<file path="src/rtl/sync_pkg.sv">
// Shared types and helpers for the multi-channel event synchroniser.
package sync_pkg;

  typedef enum logic [1:0] {
    EDGE_OFF  = 2'b00,
    EDGE_RISE = 2'b01,
    EDGE_FALL = 2'b10,
    EDGE_BOTH = 2'b11
  } edge_mode_t;

  localparam int MIN_STAGES = 2;

  function automatic logic edge_hit(
    input edge_mode_t mode,
    input logic       cur,
    input logic       prv
  );
    logic hit;
    hit = 1'b0;
    unique case (mode)
      EDGE_OFF:  hit = 1'b0;
      EDGE_RISE: hit = cur & ~prv;
      EDGE_FALL: hit = ~cur & prv;
      EDGE_BOTH: hit = cur ^ prv;
    endcase
    return hit;
  endfunction

endpackage

</file>
<file path="src/rtl/sync_channel.sv">
// One channel: sync chain, optional stability filter (SYNC_GLITCH_FILTER_EN),
// edge detect, sticky flag and saturating counter.
module sync_channel
  import sync_pkg::*;
#(
  parameter int STAGES        = 2,
  parameter int CNT_W         = 8,
  parameter int FILTER_CYCLES = 4
) (
  input  logic             clk,
  input  logic             reset,
  input  logic             din,
  input  logic [1:0]       mode,
  input  logic             clr_sticky,
  input  logic             cnt_clr,
  output logic             level,
  output logic             pulse,
  output logic             sticky,
  output logic [CNT_W-1:0] count
);

  if (STAGES < MIN_STAGES || FILTER_CYCLES < 1) begin : g_bad_cfg
    $error("sync_channel: STAGES or FILTER_CYCLES out of range");
  end

  localparam logic [CNT_W-1:0] CNT_MAX = '1;

  logic [STAGES-1:0] chain;
  logic              raw;
  logic              prev;
  logic              hit;

  always_ff @(posedge clk) begin
    if (reset) chain <= '0;
    else       chain <= {chain[STAGES-2:0], din};
  end

  assign raw = chain[STAGES-1];

`ifdef SYNC_GLITCH_FILTER_EN
  localparam int FW = $clog2(FILTER_CYCLES + 1);

  logic [FW-1:0] fcnt;
  logic          flt;

  // Flip only after FILTER_CYCLES consecutive differing samples.
  always_ff @(posedge clk) begin
    if (reset) begin
      fcnt <= '0;
      flt  <= 1'b0;
    end else if (raw == flt) begin
      fcnt <= '0;
    end else if (fcnt == FW'(FILTER_CYCLES - 1)) begin
      fcnt <= '0;
      flt  <= raw;
    end else begin
      fcnt <= fcnt + 1'b1;
    end
  end

  assign level = flt;
`else
  assign level = raw;
`endif

  assign hit = edge_hit(edge_mode_t'(mode), level, prev);

  always_ff @(posedge clk) begin
    if (reset) begin
      prev   <= 1'b0;
      pulse  <= 1'b0;
      sticky <= 1'b0;
      count  <= '0;
    end else begin
      prev   <= level;
      pulse  <= hit;
      // A same-cycle event beats the clear.
      sticky <= hit | (sticky & ~clr_sticky);
      if (hit) begin
        if (cnt_clr)               count <= CNT_W'(1);
        else if (count != CNT_MAX) count <= count + 1'b1;
      end else if (cnt_clr) begin
        count <= '0;
      end
    end
  end

endmodule

</file>
<file path="src/rtl/multi_channel_event_sync.sv">
// NUM_CH independent async-to-outclk event synchronisers.
// Optional glitch filter enabled by defining SYNC_GLITCH_FILTER_EN.
module multi_channel_event_sync
  import sync_pkg::*;
#(
  parameter int NUM_CH        = 4,
  parameter int STAGES        = 2,
  parameter int CNT_W         = 8,
  parameter int FILTER_CYCLES = 4
) (
  input  logic                    outclk,
  input  logic                    reset,
  input  logic [NUM_CH-1:0]       async_sig,
  input  logic [2*NUM_CH-1:0]     edge_mode,
  input  logic [NUM_CH-1:0]       clear_sticky,
  input  logic [NUM_CH-1:0]       count_clr,
  output logic [NUM_CH-1:0]       out_sync_sig,
  output logic [NUM_CH-1:0]       pulse_out,
  output logic [NUM_CH-1:0]       sticky,
  output logic [CNT_W*NUM_CH-1:0] event_count
);

  for (genvar i = 0; i < NUM_CH; i++) begin : g_ch
    sync_channel #(
      .STAGES        (STAGES),
      .CNT_W         (CNT_W),
      .FILTER_CYCLES (FILTER_CYCLES)
    ) u_ch (
      .clk        (outclk),
      .reset      (reset),
      .din        (async_sig[i]),
      .mode       (edge_mode[2*i +: 2]),
      .clr_sticky (clear_sticky[i]),
      .cnt_clr    (count_clr[i]),
      .level      (out_sync_sig[i]),
      .pulse      (pulse_out[i]),
      .sticky     (sticky[i]),
      .count      (event_count[CNT_W*i +: CNT_W])
    );
  end

endmodule

</file>
<file path="config.mk">
export PLATFORM = sky130hd
export DESIGN_NAME = multi_channel_event_sync
export DESIGN_NICKNAME = d
export VERILOG_FILES = /design/src/rtl/sync_pkg.sv /design/src/rtl/sync_channel.sv /design/src/rtl/multi_channel_event_sync.sv
export SDC_FILE = /design/constraint.sdc
export NUM_CORES = 1
export LEC_CHECK = 0
export ABC_AREA = 1
export CAP_MARGIN = 10
export CORE_MARGIN = 2
export CORE_UTILIZATION = 63
export CTS_CLUSTER_DIAMETER = 30
export CTS_CLUSTER_SIZE = 24
export DETAILED_ROUTE_END_ITERATION = 16
export DONT_BUFFER_PORTS = 1
export PLACE_DENSITY_LB_ADDON = 0.3
export REMOVE_ABC_BUFFERS = 1
export SYNTH_ARGS = -nofsm -noshare
export SYNTH_HDL_FRONTEND = slang
export SYNTH_SLANG_ARGS = --single-unit
</file>
<file path="constraint.sdc">
create_clock -name outclk -period 1.75 [get_ports outclk]
set_input_delay 0.175 -clock outclk [delete_from_list [all_inputs] [get_ports outclk]]
set_output_delay 0.175 -clock outclk [all_outputs]
set_load 0.03 [all_outputs]
</file>
==> results of run 1 <==
[cell families after synthesis]
kind of cell / after synthesis / share of synthesized area, %
AO/OA/AOI/OAI: 43 / 8.15
AND/OR/NAND/NOR: 227 / 34.9
adder cells (fa/ha/maj): 12 / 5.17
buffers and inverters: 99 / 14.7
flip-flops: 52 / 35.9
XOR/XNOR: 4 / 1.21
[cell usage after synthesis]
cell type,number
a21oi_1,26
a21oi_2,2
buf_1,3
buf_2,1
buf_4,12
buf_6,1
clkinv_1,1
dfxtp_1,52
ha_1,12
inv_1,81
nand2_1,106
nand2_2,4
nand2_4,1
nand3_1,44
nand3_2,2
nand3_4,1
nand3b_1,2
nand4_1,9
nand4_2,1
nor2_1,46
nor2_2,3
nor2_4,1
nor3_1,7
o211ai_1,2
o21ai_0,6
o21ai_1,3
o21bai_1,2
o22ai_1,1
o31ai_1,1
xnor2_1,1
xor2_1,3
[flip-flops by register name, indices dropped and copies added (netlist names)]
signal            cells
g_ch.u_ch.chain       8
g_ch.u_ch.count      32
g_ch.u_ch.prev        4
g_ch.u_ch.pulse       4
g_ch.u_ch.sticky      4
[power by group]
group / switching, mW / internal [mW] / total, mW
combinational: 0.133 / 0.0687 / 0.202
sequential: 0.0314 / 1.21 / 1.24
clock: 0.398 / 0.505 / 0.903
total: 0.562 / 1.78 / 2.34
[layout make-up]
cell class,instances,area (sq um)
Sequential cell,52,1040
Inverter,82,308
Fill cell,339,1060
Timing Repair Buffer,43,348
Clock buffer,7,96.3
Clock inverter,1,30.0
Tap cell,52,65.1
Multi-Input combinational cell,286,1440
[tightest hold or removal path, cell delays in order]
cell and delay (ns):
inv_1 0.02, nand2_1 0.04, a21oi_1 0.05
[worst paths after layout]
check                        start                     to  cells past startpoint
max              g_ch[3].u_ch.prev  g_ch[3].u_ch.count[3]                     10
min                clear_sticky[1]    g_ch[1].u_ch.sticky                      3
max reg2reg      g_ch[3].u_ch.prev  g_ch[3].u_ch.count[3]                     10
min reg2reg  g_ch[2].u_ch.chain[0]  g_ch[2].u_ch.chain[1]                      2
[layer usage]
metal	part of all wire, %	wire length, um	global-route usage, %	up-vias
li1	-	-	-	1418
met1	41	2680	30.3	1233
met2	49	3190	45.1	93
met3	7.0	450	6.47	17
met4	2.2	144	11.9	0
met5	0	0	0	-
==> results.toml, run 1 <==
[worst_setup_path]
arrival_ns = 1.80
rrSetupSlack_ns = 0.17
critical-path-max-stage-delay_ns = 0.35
critical_path.endpoint_type = "register"
path_buf_inv = 3
cp_cell_sequence = "inv_1, ha_1, inv_1, nand3_1, nand3_1, nand2_2, nand2_1, o21ai_0, nand2_1, inv_1"
worst-path-max-fanout = 7
crit_path_frequent_cell = "inv_1"
startpoint_type = "register"
path_class = "register to register"
critPathSlowestCell = "dfxtp_1"
crit_family = "simple AND/OR/NAND/NOR gates"
required_ns = 1.97

[timing]
drv_slew = 0
fin_tns_setup_ns = 0
hold_ws_ns = 0.0128
worstMarginPinSlew_ns = 0.349
layout_setup_ws_ns = 0.170
fmax_ghz = 0.633
setup-violations-final = 0
maxSlewHeadroom_pct = 76.7
fin_crit_ns = 1.58
rsz0062_at_grt = "no"
final.setup_skew_ns = 0.0117
period_share_pct = 90.3
finalHoldViolCount = 0

[die]
core_area_sq_um = 4380
ios = 66
fp.dieW_um = 71.9
rows = 24
initial_core_util_pct = 66.2
die_h_um = 71.9
floorplan.die_area_sq_um = 5160

[yosys]
ys_warn_count = 0
synth_area_leaders = "dfxtp_1 (36%), nand2_1 (14%), inv_1 (10%)"
yosysUniqueCellTypes = 31
synth_cells = 437
synth_top_cell_by_area = "dfxtp_1"
synth_area_sq_um = 2900
synth_top_area_share_pct = 35.9
ys_seq_elements = 52
postSynthAreaPerCell_sq_um = 6.64
yosysSeqAreaShare_pct = 35.9

[clock_tree]
numCtsBuffers = 5
cts_hold_buf = 6
cts_max_level = 2
tritoncts = "built"
cts_setup_buffers = 0
post_cts_resized = 0
cts_root_buf = "clkbuf_8"
clock_path_buffers = 2
cts_sinks = 52
insertion_delay_ns = 0.31
clk_pin_slew_worst_paths_ns = 0.10

[global_route]
grt_pass1_vias = 2623
grt_pass1_wl_um = 10800
antenna_found_initial = 0
grt_max_degree = 35
gr-total-overflow = 0
grt.total_usage_pct = 26.1

[flow_run]
cap_violations = 0

[cells_and_area]
utilization_pct = 75.8
mostFrequentLayoutCell = "nand2_1"
area.growth.synth_to_final_pct = 14.5
finalNonFillerCells = 523
drive_gt1_share_pct = 13.0
final_cell_mix = "nand2_1 (106), inv_1 (81), dfxtp_1 (52)"
antenna_cells = 0
nets = 504
fin_area_sq_um = 3320

[routing]
wire_per_inst_um = 12.4
ant_nets = 0
vias_per_cell = 5.28
drc = 0
first_pass_iters = 5
drt_iter0_markers = 125
wl_um = 6460
num_vias = 2761

[power_and_ir_drop]
ir_drop_v = 0.000671
p_leak_nw = 1.58
powerDensity_nw_per_um2 = 705
power_mw = 2.34

[place]
dp_hpwl_um = 4730
gp_congestion = 0.929
place_area_sq_um = 3130
dp_cells = 509
dp_slack_ns = 0.212
port_buffers = 0

[hold_path]
hp-class = "input pin to register"

[outcome]
status = "complete, no violations"
No activity file was read; power rests on OpenSTA's default activity.
==> run 2, diff against run 1 <==
- SLEW_MARGIN: not set -> 20
- SYNTH_HIERARCHICAL: not set -> 1
==> results.toml, run 2 <==
[routing]
drc = 0
wire_per_inst_um = 12.6
num_vias = 2818
drt_iter0_markers = 157
wl_um = 6500
first_pass_iters = 5
ant_nets = 0
vias_per_cell = 5.45

[timing]
fmax_ghz = 0.667
fin_crit_ns = 1.50
final.setup_skew_ns = 0.0119
period_share_pct = 85.7
worstMarginPinSlew_ns = 0.561
rsz0062_at_grt = "no"
fin_tns_setup_ns = 0
drv_slew = 0
finalHoldViolCount = 0
setup-violations-final = 0
maxSlewHeadroom_pct = 62.6
layout_setup_ws_ns = 0.250

[global_route]
gr-total-overflow = 0
grt_pass1_wl_um = 11200
antenna_found_initial = 0
grt.total_usage_pct = 26.2
grt_pass1_vias = 2700
grt_max_degree = 29

[die]
die_h_um = 72.3
ios = 66
initial_core_util_pct = 66.6
core_area_sq_um = 4410
rows = 24
floorplan.die_area_sq_um = 5230
fp.dieW_um = 72.3

[worst_setup_path]
crit_path_frequent_cell = "inv_1"
path_class = "register to register"
critPathSlowestCell = "dfxtp_1"
required_ns = 1.94
worst-path-max-fanout = 10
r2r_cells = 8
crit_family = "simple AND/OR/NAND/NOR gates"
critical-path-max-stage-delay_ns = 0.34
cp_cell_sequence = "inv_1, ha_1, inv_1, nand3_1, nand3_4, nand2_4, nor3_1, nor2_1"
arrival_ns = 1.69
cp.depth = 8
startpoint_type = "register"
path_buf_inv = 2
critical_path.endpoint_type = "register"

[yosys]
synth_cells = 420
synth_area_leaders = "dfxtp_1 (35%), inv_1 (10%), nand2_1 (9.2%)"
yosys-top-cells-count = "inv_1 (80), nand2_1 (72), dfxtp_1 (52), nand3_1 (52), nor2_1 (48)"
synthArstFlopShare_pct = 0
synth_area_sq_um = 2940
synth-main-ff-cell = "dfxtp_1"
synth_edf_count = 0
yosysSeqAreaShare_pct = 35.4
yosysMostFrequentCell = "inv_1"
ys_warn_count = 6
synth_top_cell_by_area = "dfxtp_1"
yosysUniqueCellTypes = 18
ys_seq_elements = 52
synth_top_area_share_pct = 35.4
postSynthAreaPerCell_sq_um = 6.99

[place]
port_buffers = 0
dp_slack_ns = 0.286
gp_congestion = 0.902
dp_cells = 504
dp_hpwl_um = 4790

[cells_and_area]
largestRegisters = "g_ch.u_ch/count: 32 flops, g_ch.u_ch/chain: 8 flops"
fillCellCount = 337
final_cell_mix = "inv_1 (80), nand2_1 (72), nand3_1 (52), dfxtp_1 (52), nor2_1 (48)"
largest_register_ff_count = 32
finalNonFillerCells = 517
multi_input_area_sq_um = 1570
antenna_cells = 0
regMostFlops = "g_ch.u_ch/count"
mostFrequentLayoutCell = "inv_1"
utilization_pct = 77.4
nets = 498
regArea_sq_um = 1040
drive_gt1_share_pct = 16.6
area.growth.synth_to_final_pct = 16.2

[clock_tree]
clock_path_buffers = 2
post_cts_resized = 0
cts_hold_buf = 5
cts_sinks = 52
clk_pin_slew_worst_paths_ns = 0.10
numCtsBuffers = 5
cts_root_buf = "clkbuf_8"
cts_setup_buffers = 0
insertion_delay_ns = 0.30
cts_max_level = 2
tritoncts = "built"

[power_and_ir_drop]
ir_drop_v = 0.000518
power_mw = 2.23
p_leak_nw = 1.54
powerDensity_nw_per_um2 = 654

[hold_path]
worstHoldPathCells = 3
hp-class = "input pin to register"

[flow_run]
cap_violations = 0

[outcome]
status = "complete, no violations"
## run 2: cell types whose count changed after synthesis, moves of 4 or more
cell,previous run,this run
nand3_1,44,52
clkbuf_1,0,4
a21oi_1,26,20
nand2_4,1,8
a21oi_2,2,8
nor2_4,1,8
nand4_1,9,24
buf_4,12,0
nand2_1,106,72
## run 2: final cells by class
class | count | share of cell area, %
inverters | 84 | 9.23
clock inverters | 3 | 1.25
well taps | 52 | 1.91
repair buffers | 41 | 9.23
multi-input cells | 280 | 45.9
clock buffers | 5 | 2.02
flip-flops and latches | 52 | 30.5
## run 2: worst reg2reg max path, stage by stage, from the launching register on
cell,delay (ns)
dfxtp_1,0.34
inv_1,0.06
ha_1,0.29
inv_1,0.06
nand3_1,0.13
nand3_4,0.18
nand2_4,0.10
nor3_1,0.16
nor2_1,0.07
## run 2: kinds of logic (layout without fill, tap and decap cells)
kind of cell | after synthesis | in the layout | share of synthesized area (%)
adders and majority gates | 12 | 12 | 5.11
DFF | 52 | 52 | 35.4
AOI/OAI and AO/OA | 40 | 40 | 8.18
buffers and inverters | 88 | 133 | 11.2
and+or+nand+nor | 228 | 228 | 40.0
## run 2: routing by layer
layer | wire [um] | GRT usage [%] | up-vias
met3 | 479 | 5.00 | 10
met1 | 2690 | 32.2 | 1260
li1 | - | - | 1431
met2 | 3230 | 45.2 | 117
met4 | 100 | 10.3 | 0
met5 | 0 | 0 | -
## run 2: final timing paths
kind	start	to	slack, ns
max	g_ch[1].u_ch/chain[1]	g_ch[1].u_ch/count[0]	0.25
max reg2reg	g_ch[1].u_ch/chain[1]	g_ch[1].u_ch/count[0]	0.25
min reg2reg	g_ch[2].u_ch/chain[0]	g_ch[2].u_ch/chain[1]	0.41
min	clear_sticky[3]	g_ch[3].u_ch/sticky	0.02
## run 2: power by group
part           switching, mW  total, mW  internal, mW
registers             0.0246       1.23          1.21
logic                  0.132      0.194        0.0615
clock network          0.384      0.808         0.423
total                  0.541       2.23          1.69
## run 2: stage by stage
step | hold WS, ns | area, sq um
finish | 0.0237 | 3410
global route | 0.0130 | 3410
CTS | 0.0164 | 3420
detailed placement | 0.251 | 3260
global placement | 0.251 | 3260
floorplan | 0.244 | 2920
==> run 3, diff against run 2 <==
- CORE_UTILIZATION: 63 -> 45
- CTS_CLUSTER_DIAMETER: 30 -> not set
- SYNTH_HIERARCHICAL: 1 -> not set
==> results.toml, run 3 (synthesized netlist as in run 1, its figures left out) <==
[timing]
finalHoldViolCount = 0
drv_slew = 0
setup-violations-final = 0
fin_tns_setup_ns = 0
maxSlewHeadroom_pct = 76.4
worstMarginPinSlew_ns = 0.353
fin_crit_ns = 1.50
fmax_ghz = 0.666
final.setup_skew_ns = 0.00717
rsz0062_at_grt = "no"
period_share_pct = 85.8

[routing]
drc = 0
wire_per_inst_um = 11.5
ant_nets = 0
first_pass_iters = 4
drt_iter0_markers = 81
wl_um = 6310
vias_per_cell = 4.92
num_vias = 2695

[cells_and_area]
largest_register_ff_count = 32
nets = 504
largestRegisters = "g_ch.u_ch.count: 32 flops, g_ch.u_ch.chain: 8 flops"
final_cell_mix = "nand2_1 (105), inv_1 (81), dfxtp_1 (52)"
area.growth.synth_to_final_pct = 14.7
mostFrequentLayoutCell = "nand2_1"
drive_gt1_share_pct = 13.4
regMostFlops = "g_ch.u_ch.count"
antenna_cells = 0
fin_area_sq_um = 3330

[place]
place_area_sq_um = 3160
port_buffers = 0
gp_congestion = 0.826
dp_hpwl_um = 4700

[hold_path]
hp-class = "input pin to register"

[die]
die_h_um = 84.3
initial_core_util_pct = 46.2
rows = 29
fp.dieW_um = 84.3
floorplan.die_area_sq_um = 7110
core_area_sq_um = 6280
ios = 66

[worst_setup_path]
worst-path-max-fanout = 8
arrival_ns = 1.70
startpoint_type = "register"
critical_path.endpoint_type = "register"
required_ns = 1.95
path_class = "register to register"

[global_route]
top_usage_layer = "met2"
use_met3_pct = 5.21
antenna_found_initial = 0
grtUsageMet1_pct = 21.5
grtUsageMet2_pct = 32.1
grt_max_degree = 35
gr-total-overflow = 0
grt.total_usage_pct = 18.3
grt_pass1_wl_um = 10900
grt_pass1_vias = 2578

[power_and_ir_drop]
ir_drop_v = 0.000384
powerDensity_nw_per_um2 = 641
p_leak_nw = 1.57

[clock_tree]
numCtsBuffers = 5
insertion_delay_ns = 0.30
clk_pin_slew_worst_paths_ns = 0.09
tritoncts = "built"
clock_path_buffers = 2
cts_sinks = 52
cts_max_level = 2
cts_root_buf = "clkbuf_8"
cts_setup_buffers = 0

[outcome]
status = "complete, no violations"

[flow_run]
cap_violations = 0
run 3: cell types whose count changed in the layout (fill, tap and decap cells not counted), sizes merged, moves of 2 or more:
| cell | previous run | this run |
|---|---|---|
| nand4 | 24 | 10 |
| xor2 | 0 | 3 |
| nand2 | 84 | 111 |
| nor2 | 56 | 50 |
| nand3 | 56 | 47 |
| clkinv | 5 | 3 |
| o21bai | 4 | 2 |
| nand3b | 0 | 2 |
| o211ai | 0 | 2 |
run 3: critical path, cell delays in order, from the launching register on:
cell and delay (ns):
dfxtp_1 0.35, inv_1 0.05, ha_1 0.28, inv_1 0.05, nand3_1 0.05, nand3_1 0.15, nand2_2 0.13, inv_1 0.15
nor2_1 0.05, nor2_1 0.09, nor2_1 0.04
run 3: metrics by stage:
step	instances	utilization, %	power [mW]	hold slack [ns]	setup slack [ns]
after floorplan	420	-	1.39	0.237	0.0738
after global placement	534	50.3	1.44	0.242	0.246
after CTS	548	52.9	2.17	0.0166	0.155
after detailed placement	534	50.3	1.44	0.243	0.182
after global routing	548	53.0	2.25	0.0412	0.0470
final	548	53.0	2.13	0.0309	0.248
run 3: repair_timing:
| action | CTS | global route |
|---|---|---|
| hold buffers | 6 | 0 |
| endpoints found under the hold margin | 34 | 0 |
| endpoints found under the setup margin | 0 | 3 |
| resized for setup | 0 | 2 |
run 3: final timing paths:
check / depth (start not counted) / end / slack, ns / from
worst max register to register: 10 / g_ch[1].u_ch.count[7] / 0.25 / g_ch[1].u_ch.prev
worst max-delay path: 10 / g_ch[1].u_ch.count[7] / 0.25 / g_ch[1].u_ch.prev
worst min-delay path: 3 / g_ch[2].u_ch.count[3] / 0.03 / reset
worst min register to register: 2 / g_ch[1].u_ch.chain[1] / 0.40 / g_ch[1].u_ch.chain[0]
run 3: power by group:
| part | internal, mW | total (mW) | switching, mW |
|---|---|---|---|
| Sequential | 1.21 | 1.24 | 0.0312 |
| Combinational | 0.0690 | 0.199 | 0.131 |
| Clock | 0.316 | 0.695 | 0.378 |
run 3: per-layer routing:
metal | routed length (um) | share of wire (%)
met1 | 2870 | 45
met2 | 3060 | 48
met3 | 324 | 5.1
met4 | 59 | 0.93
met5 | 0 | 0
run 3: area by class of cell:
| cell class | count | area, sq um |
|---|---|---|
| Clock buffer | 6 | 82.6 |
| Clock inverter | 2 | 10.0 |
| Fill cell | 633 | 2950 |
| Inverter | 82 | 308 |
| Multi-Input combinational cell | 286 | 1440 |
| Sequential cell | 52 | 1040 |
| Tap cell | 77 | 96.3 |
| Timing Repair Buffer | 43 | 348 |
